File: src/rtl/avmm_cmd_master.sv
// avmm_cmd_master
//   Avalon-MM initiator for the transceiver test system bridge. Converts a
//   valid/ready command stream into single-beat reads and writes and returns
//   read data, in order, on a valid/ready response stream. Read data is
//   buffered in a response FIFO. Issue is credit-limited so that the FIFO
//   can always absorb every read in flight, and the bus never sees
//   backpressure.
//
//   Ports
//     clk_50_clk, reset_50_reset      clock, async active-high reset
//     cmd_*                           command stream (write/read, addr, data, be)
//     rsp_*                           read-response stream (data, timeout error)
//     avm_*                           Avalon-MM master port
//     stray_count                     saturating count of unexpected readdatavalid
//
//   Build option
//     AVMM_CMD_MASTER_TIMEOUT_EN      enables the read watchdog. When it expires,
//                                     every outstanding read is answered with
//                                     rsp_err = 1 and data 0xDEADBEEF. Without
//                                     it, rsp_err is tied low and reads wait
//                                     forever.
//
//   state | meaning
//   IDLE  | no bus transfer pending; may accept a command
//   BUSY  | avm_read/avm_write asserted, waiting for waitrequest low

module avmm_cmd_master #(
    parameter int ADDR_W          = 13,
    parameter int DATA_W          = 32,
    parameter int MAX_OUTSTANDING = 4,
    parameter int TIMEOUT_CYCLES  = 1024
) (
    input  logic                clk_50_clk,
    input  logic                reset_50_reset,
    input  logic                cmd_valid,
    output logic                cmd_ready,
    input  logic                cmd_write,
    input  logic [ADDR_W-1:0]   cmd_addr,
    input  logic [DATA_W-1:0]   cmd_wdata,
    input  logic [DATA_W/8-1:0] cmd_be,
    output logic                rsp_valid,
    input  logic                rsp_ready,
    output logic [DATA_W-1:0]   rsp_rdata,
    output logic                rsp_err,
    output logic [ADDR_W-1:0]   avm_address,
    output logic                avm_read,
    output logic                avm_write,
    output logic [DATA_W-1:0]   avm_writedata,
    output logic [DATA_W/8-1:0] avm_byteenable,
    output logic                avm_burstcount,
    output logic                avm_debugaccess,
    input  logic                avm_waitrequest,
    input  logic [DATA_W-1:0]   avm_readdata,
    input  logic                avm_readdatavalid,
    output logic [7:0]          stray_count
);

    localparam int BE_W  = DATA_W / 8;
    localparam int PTR_W = (MAX_OUTSTANDING > 1) ? $clog2(MAX_OUTSTANDING) : 1;
    localparam int CNT_W = $clog2(MAX_OUTSTANDING + 1);
    localparam logic [CNT_W:0] MAX_L = (CNT_W + 1)'(MAX_OUTSTANDING);

    if (MAX_OUTSTANDING < 2 || MAX_OUTSTANDING > 16 ||
        (MAX_OUTSTANDING & (MAX_OUTSTANDING - 1)) != 0 || TIMEOUT_CYCLES < 1) begin : g_param_check
        $error("avmm_cmd_master: MAX_OUTSTANDING must be a power of two in 2..16, TIMEOUT_CYCLES >= 1");
    end

    typedef enum logic {
        ST_IDLE = 1'b0,
        ST_BUSY = 1'b1
    } state_t;

    state_t             state_q, state_d;
    logic               avm_read_q, avm_read_d;
    logic               avm_write_q, avm_write_d;
    logic [ADDR_W-1:0]  addr_q, addr_d;
    logic [DATA_W-1:0]  wdata_q, wdata_d;
    logic [BE_W-1:0]    be_q, be_d;
    logic [CNT_W-1:0]   outstanding_q, outstanding_d;
    logic [CNT_W-1:0]   fifo_cnt_q, fifo_cnt_d;
    logic [PTR_W-1:0]   wr_ptr_q, wr_ptr_d;
    logic [PTR_W-1:0]   rd_ptr_q, rd_ptr_d;
    logic [7:0]         stray_q, stray_d;
    logic [DATA_W-1:0]  mem_q [MAX_OUTSTANDING];

    logic               rd_done;
    logic               have_out;
    logic               push;
    logic               pop;
    logic               rd_dec;
    logic               stray_hit;
    logic [DATA_W-1:0]  push_data;
    logic [CNT_W:0]     used;
    logic               flush_active;

`ifdef AVMM_CMD_MASTER_TIMEOUT_EN
    localparam int WD_W = $clog2(TIMEOUT_CYCLES + 1);
    localparam logic [WD_W-1:0] TO_L = WD_W'(TIMEOUT_CYCLES);

    logic               flush_q, flush_d;
    logic [WD_W-1:0]    wdog_q, wdog_d;
    logic               push_err;
    logic               err_mem_q [MAX_OUTSTANDING];

    assign flush_active = flush_q;
    assign rsp_err      = err_mem_q[rd_ptr_q];
`else
    assign flush_active = 1'b0;
    assign rsp_err      = 1'b0;
`endif

    // Credits count both reads still on the bus and responses already
    // buffered, so a granted read always has a FIFO slot waiting for it.
    assign used      = {1'b0, outstanding_q} + {1'b0, fifo_cnt_q};
    assign cmd_ready = !reset_50_reset && (state_q == ST_IDLE) && !flush_active && (used < MAX_L);

    assign rsp_valid       = (fifo_cnt_q != '0);
    assign rsp_rdata       = mem_q[rd_ptr_q];
    assign avm_address     = addr_q;
    assign avm_read        = avm_read_q;
    assign avm_write       = avm_write_q;
    assign avm_writedata   = wdata_q;
    assign avm_byteenable  = be_q;
    assign avm_burstcount  = 1'b1;
    assign avm_debugaccess = 1'b0;
    assign stray_count     = stray_q;

    // Issue FSM: next state and registered bus outputs
    always_comb begin
        state_d     = state_q;
        avm_read_d  = avm_read_q;
        avm_write_d = avm_write_q;
        addr_d      = addr_q;
        wdata_d     = wdata_q;
        be_d        = be_q;
        case (state_q)
            ST_IDLE: begin
                if (cmd_valid && cmd_ready) begin
                    addr_d      = cmd_addr;
                    wdata_d     = cmd_wdata;
                    be_d        = cmd_be;
                    avm_read_d  = !cmd_write;
                    avm_write_d = cmd_write;
                    state_d     = ST_BUSY;
                end
            end
            ST_BUSY: begin
                if (!avm_waitrequest) begin
                    avm_read_d  = 1'b0;
                    avm_write_d = 1'b0;
                    state_d     = ST_IDLE;
                end
            end
            default: state_d = ST_IDLE;
        endcase
    end

    // Read tracking, response FIFO bookkeeping, stray counter, watchdog
    always_comb begin
        rd_done   = avm_read_q && !avm_waitrequest;
        have_out  = (outstanding_q != '0);
        pop       = rsp_valid && rsp_ready;
        push      = avm_readdatavalid && have_out;
        push_data = avm_readdata;
        rd_dec    = push;
        stray_hit = avm_readdatavalid && !have_out;
`ifdef AVMM_CMD_MASTER_TIMEOUT_EN
        push_err = 1'b0;
        flush_d  = flush_q;
        // While flushing, each cycle retires one outstanding read with an
        // error response; real data arriving meanwhile is treated as stray.
        if (flush_q) begin
            push      = have_out;
            push_data = DATA_W'(32'hDEADBEEF);
            push_err  = 1'b1;
            rd_dec    = have_out;
            stray_hit = avm_readdatavalid;
        end
        if (flush_q || !have_out || avm_readdatavalid) begin
            wdog_d = TO_L;
        end else if (wdog_q == WD_W'(1)) begin
            wdog_d  = TO_L;
            flush_d = 1'b1;
        end else begin
            wdog_d = wdog_q - WD_W'(1);
        end
`endif
        outstanding_d = outstanding_q + CNT_W'(rd_done) - CNT_W'(rd_dec);
        fifo_cnt_d    = fifo_cnt_q + CNT_W'(push) - CNT_W'(pop);
        wr_ptr_d      = push ? wr_ptr_q + PTR_W'(1) : wr_ptr_q;
        rd_ptr_d      = pop  ? rd_ptr_q + PTR_W'(1) : rd_ptr_q;
        stray_d       = (stray_hit && stray_q != 8'hFF) ? stray_q + 8'd1 : stray_q;
`ifdef AVMM_CMD_MASTER_TIMEOUT_EN
        if (flush_q) begin
            flush_d = (outstanding_d != '0);
        end
`endif
    end

    always_ff @(posedge clk_50_clk or posedge reset_50_reset) begin
        if (reset_50_reset) begin
            state_q       <= ST_IDLE;
            avm_read_q    <= 1'b0;
            avm_write_q   <= 1'b0;
            addr_q        <= '0;
            wdata_q       <= '0;
            be_q          <= '0;
            outstanding_q <= '0;
            fifo_cnt_q    <= '0;
            wr_ptr_q      <= '0;
            rd_ptr_q      <= '0;
            stray_q       <= '0;
            for (int i = 0; i < MAX_OUTSTANDING; i++) begin
                mem_q[i] <= '0;
            end
`ifdef AVMM_CMD_MASTER_TIMEOUT_EN
            flush_q <= 1'b0;
            wdog_q  <= TO_L;
            for (int i = 0; i < MAX_OUTSTANDING; i++) begin
                err_mem_q[i] <= 1'b0;
            end
`endif
        end else begin
            state_q       <= state_d;
            avm_read_q    <= avm_read_d;
            avm_write_q   <= avm_write_d;
            addr_q        <= addr_d;
            wdata_q       <= wdata_d;
            be_q          <= be_d;
            outstanding_q <= outstanding_d;
            fifo_cnt_q    <= fifo_cnt_d;
            wr_ptr_q      <= wr_ptr_d;
            rd_ptr_q      <= rd_ptr_d;
            stray_q       <= stray_d;
            // Write slot and pop slot can coincide only when full; the popped
            // entry is consumed at this same edge, so overwriting it is safe.
            if (push) begin
                mem_q[wr_ptr_q] <= push_data;
            end
`ifdef AVMM_CMD_MASTER_TIMEOUT_EN
            flush_q <= flush_d;
            wdog_q  <= wdog_d;
            if (push) begin
                err_mem_q[wr_ptr_q] <= push_err;
            end
`endif
        end
    end

endmodule

File: config.mk
export PLATFORM = sky130hd
export DESIGN_NAME = avmm_cmd_master
export DESIGN_NICKNAME = d
export VERILOG_FILES = /design/src/rtl/avmm_cmd_master.sv
export SDC_FILE = /design/constraint.sdc
export NUM_CORES = 1
export LEC_CHECK = 0
export ABC_AREA = 1
export BUFFER_PORTS_ARGS = -buffer_cell sky130_fd_sc_hd__buf_2
export CAP_MARGIN = 20
export CELL_PAD_IN_SITES_DETAIL_PLACEMENT = 1
export CELL_PAD_IN_SITES_GLOBAL_PLACEMENT = 2
export CORE_MARGIN = 4
export CORE_UTILIZATION = 32
export CTS_CLUSTER_SIZE = 20
export DETAILED_ROUTE_END_ITERATION = 10
export PLACE_DENSITY_LB_ADDON = 0.1
export SYNTH_ARGS = -nofsm -noshare
export SYNTH_HDL_FRONTEND = slang
export SYNTH_SLANG_ARGS = --single-unit
File: constraint.sdc
create_clock -name clk_50_clk -period 8.6 [get_ports clk_50_clk]
set_input_delay 2.58 -clock clk_50_clk [delete_from_list [all_inputs] [get_ports clk_50_clk]]
set_output_delay 2.58 -clock clk_50_clk [all_outputs]
set_load 0.02 [all_outputs]
==> results.md <==
| Parameter | Reported |
|---|---|
| Post-route setup TNS | 0 ns |
| Yosys warning total | 0 |
| Dominant cell type by area after synthesis | sky130_fd_sc_hd__dfrtp_1 |
| Drt first-iter violations | 320 |
| Netlist Area Pre-Place | 9130 um^2 |
| Hold slack | 0.468 ns |
| Share of the clock period used by the worst path after layout | 0.673 |
| Number of port buffers | 180 |
| Class of the most critical setup path | in2out |
| Number of nets at the end of the flow | 1,337 |
| Top post-synthesis cells by area | sky130_fd_sc_hd__dfrtp_1, sky130_fd_sc_hd__nand2_1, sky130_fd_sc_hd__o21ai_0 |
| Slew margin rel. | 0.257 |
| Number of cells on the worst reg-to-reg path | 11 |
| Effective utilization at floorplan | 0.327 |
| Max-cap violation count | 0 |
| Wire length of the first global-routing pass | 46,600 um |
| Core Box Area | 27,900 um^2 |
| Synth Area per Inst | 8.29 um^2 |
| Type of origin of the critical path | input port |
| Post-synth EDFFs | 0 |
| Worst hold endpoint | avm_writedata[4] |
| Slew at the pin with the worst max-slew slack | 1.11 ns |
| Placed cell count | 1,594 |
| Type of the tightest min-delay check | reg2reg |
| Finish-stage setup viols | 0 |
| Origin of the worst min-delay path | avm_writedata[4] |
| Static Leak | 0.00557 uW |
| Instance count of the mapped netlist | 1,102 |
| Insertion delay to the later sink of the worst-skew pair | 0.44 ns |
| Standard-cell row count | 61 |
| Power Density | 413 nW/um^2 |
| Async S/R FF share, synth | 1.00 |
| Grt ovf | 0 |
| Final routed wirelength across all metal layers | 28,600 um |
| Via count of the first global-routing pass | 8,497 |
| Maximum clock insertion buffer count | 2 |
| Buffer type at the clock tree root | sky130_fd_sc_hd__clkbuf_16 |
| Required arrival time at the worst endpoint | 6.02 ns |
| Worst EP arrival | 3.21 ns |
| CP max FO | 4 |
| Kind of end point of the critical path | primary output |
| Post-CTS setup repair buffer count | 0 |
| Final core area utilization | 0.387 |
| Portion of the post-synthesis area used by sequential elements | 0.543 |
| Combined flip-flop and latch cell area | 4960 um^2 |
| Antenna violations before repair | 8 |
| Pin count of the biggest net entering global routing | 146 |
| Total DRC errors in the routed layout | 0 |
| Capturing point of the worst reg2reg path | outstanding_q[2] |
| DR pass1 iterations | 4 |
| Maximum level of the CTS H-tree | 4 |
| Non-filler instance count after layout | 1,629 |
| Post-layout power | 4470 uW |
| Area growth, synth to finish | 18.3% |
| Most repeated cell in the gate-level netlist after synthesis | sky130_fd_sc_hd__nand2_1 |
| Setup repair after global routing missed its margin | false |
| Count of unique library cells instantiated by Yosys | 26 |
| Area share of the largest cell type after synthesis | 0.543 |
| Worst-case vdd ir drop | 0.000228 V |
| Hpwl dp | 16,500 um |
| Number of fill cells in the layout | 3,437 |
| Number of slew-limit violations in the final report | 0 |
| Clk pin slew, worst setup/hold paths | 0.07 ns |
| Die boundary width | 177 um |
| Most common library cells after synthesis | sky130_fd_sc_hd__nand2_1, sky130_fd_sc_hd__dfrtp_1, sky130_fd_sc_hd__o21ai_0, sky130_fd_sc_hd__o21ai_1, sky130_fd_sc_hd__nor2_1 |
| Post-synthesis register bit count | 198 |
| # clock sinks | 198 |
| Vertical die dimension | 177 um |
| Clock tree from TritonCTS | yes |
| Worst-case clock skew | 0.0114 ns |
| Vias after detailed routing | 7,817 |
| Count of hold-fix buffers inserted at cts | 0 |
| Post-cts gate resize count | 0 |
| Per-cell via count in the routed design | 4.80 |
| Total global-route track usage | 0.188 |
| Number of ports placed on the die boundary | 184 |
| Achievable clock frequency | 173 MHz |
| Total area of multi-input combinational cells | 3650 um^2 |
| Count of endpoints failing hold in the final timing report | 0 |
| Global placer's final weighted congestion | 0.704 |
| Result of the run | complete, no violations |
| Share of cells above drive strength 1 | 0.191 |
| Number of clock buffers inserted by TritonCTS | 17 |
| R2r startpoint | outstanding_q[0] |
| Die Outline Area | 31,300 um^2 |
| Worst hold path depth | 2 |
| Top_reg_cell synth | sky130_fd_sc_hd__dfrtp_1 |
| Final critical-path required period | 5.79 ns |
| Worst R2R Setup Slack | 5.76 ns |
| Count of antenna-violating nets left after detailed routing | 0 |
| Wire length per cell | 17.5 um |
[layout by cell type (no fill, tap or decap), types with 3 or more instances in the layout]
master | Yosys | final
sky130_fd_sc_hd__ha_1 | 11 | 11
sky130_fd_sc_hd__nor2_1 | 75 | 75
sky130_fd_sc_hd__conb_1 | 2 | 3
sky130_fd_sc_hd__buf_4 | 4 | 10
sky130_fd_sc_hd__nor2_4 | 5 | 5
sky130_fd_sc_hd__xnor2_1 | 5 | 5
sky130_fd_sc_hd__inv_6 | 0 | 6
sky130_fd_sc_hd__nand3_1 | 54 | 54
sky130_fd_sc_hd__o21ai_1 | 89 | 89
sky130_fd_sc_hd__inv_1 | 30 | 27
sky130_fd_sc_hd__nand2_1 | 400 | 400
sky130_fd_sc_hd__clkbuf_16 | 0 | 17
sky130_fd_sc_hd__nand2_2 | 3 | 3
sky130_fd_sc_hd__xor2_1 | 3 | 3
sky130_fd_sc_hd__dfrtp_1 | 198 | 197
sky130_fd_sc_hd__buf_2 | 28 | 180
sky130_fd_sc_hd__o22ai_1 | 32 | 32
sky130_fd_sc_hd__o21ai_0 | 110 | 110
[layer usage]
metal	track usage	up-vias	wire, um
li1	-	3834	-
met1	0.244	3795	13100
met2	0.305	150	13200
met3	0.0675	26	1960
met4	0.0368	12	248
met5	0	-	62
[layout make-up]
class                           instances  area share
Antenna cell                            2    0.000463
Clock buffer                           18      0.0406
Clock inverter                         14      0.0147
Inverter                               30      0.0111
Multi-Input combinational cell        798       0.338
Sequential cell                       198       0.459
Tap cell                              378      0.0438
Timing Repair Buffer                  191      0.0929
[cells by family (layout without fill, tap and decap cells)]
kind of cell | Yosys count | count (layout) | share of synthesized area
compound gates | 233 | 233 | 0.133
xor+xnor | 9 | 9 | 0.00946
other cells | 2 | 5 | 0.000822
buf+inv | 107 | 253 | 0.0581
flops | 198 | 198 | 0.543
simple gates | 540 | 540 | 0.237
fa+ha+maj | 13 | 13 | 0.0195
[metrics by stage]
| step | worst slack, ns | cell area (um^2) |
|---|---|---|
| 2_1_floorplan | 0.623 | 9140 |
| 3_3_place_gp | 2.79 | 10200 |
| 3_5_place_dp | 2.81 | 10200 |
| 4_1_cts | 2.80 | 10800 |
| 5_1_grt | 2.76 | 10800 |
| 6_report | 2.81 | 10800 |
[worst max-delay path by stage]
stage                   start             end  depth (start not counted)
2_1_floorplan  reset_50_reset  avm_address[0]                          1
3_3_place_gp   reset_50_reset       cmd_ready                          5
3_5_place_dp   reset_50_reset       cmd_ready                          5
4_1_cts        reset_50_reset       cmd_ready                          5
5_1_grt        reset_50_reset       cmd_ready                          5
6_report       reset_50_reset       cmd_ready                          5
[worst max-delay path, cell delays in order]
cell and delay, ns:
sky130_fd_sc_hd__buf_2 0.14, sky130_fd_sc_hd__nor2_1 0.09, sky130_fd_sc_hd__nand2_1 0.09, sky130_fd_sc_hd__nor2_4 0.14
sky130_fd_sc_hd__buf_2 0.18
[power by group]
group | switching (uW) | total, uW | internal (uW)
sequential | 219 | 1570 | 1350
combinational | 1440 | 2060 | 626
clock | 389 | 834 | 445
total | 2050 | 4470 | 2420
[registers in the layout, indices dropped and copies added (netlist names)]
register        count
avm_read            1
fifo_cnt_q          3
avm_address        13
avm_write           1
state_q             1
avm_writedata      32
outstanding_q       3
mem_q             128
avm_byteenable      4
wr_ptr_q            2
stray_count         8
rd_ptr_q            2
Note: power is estimated with default switching activity, not from simulation.
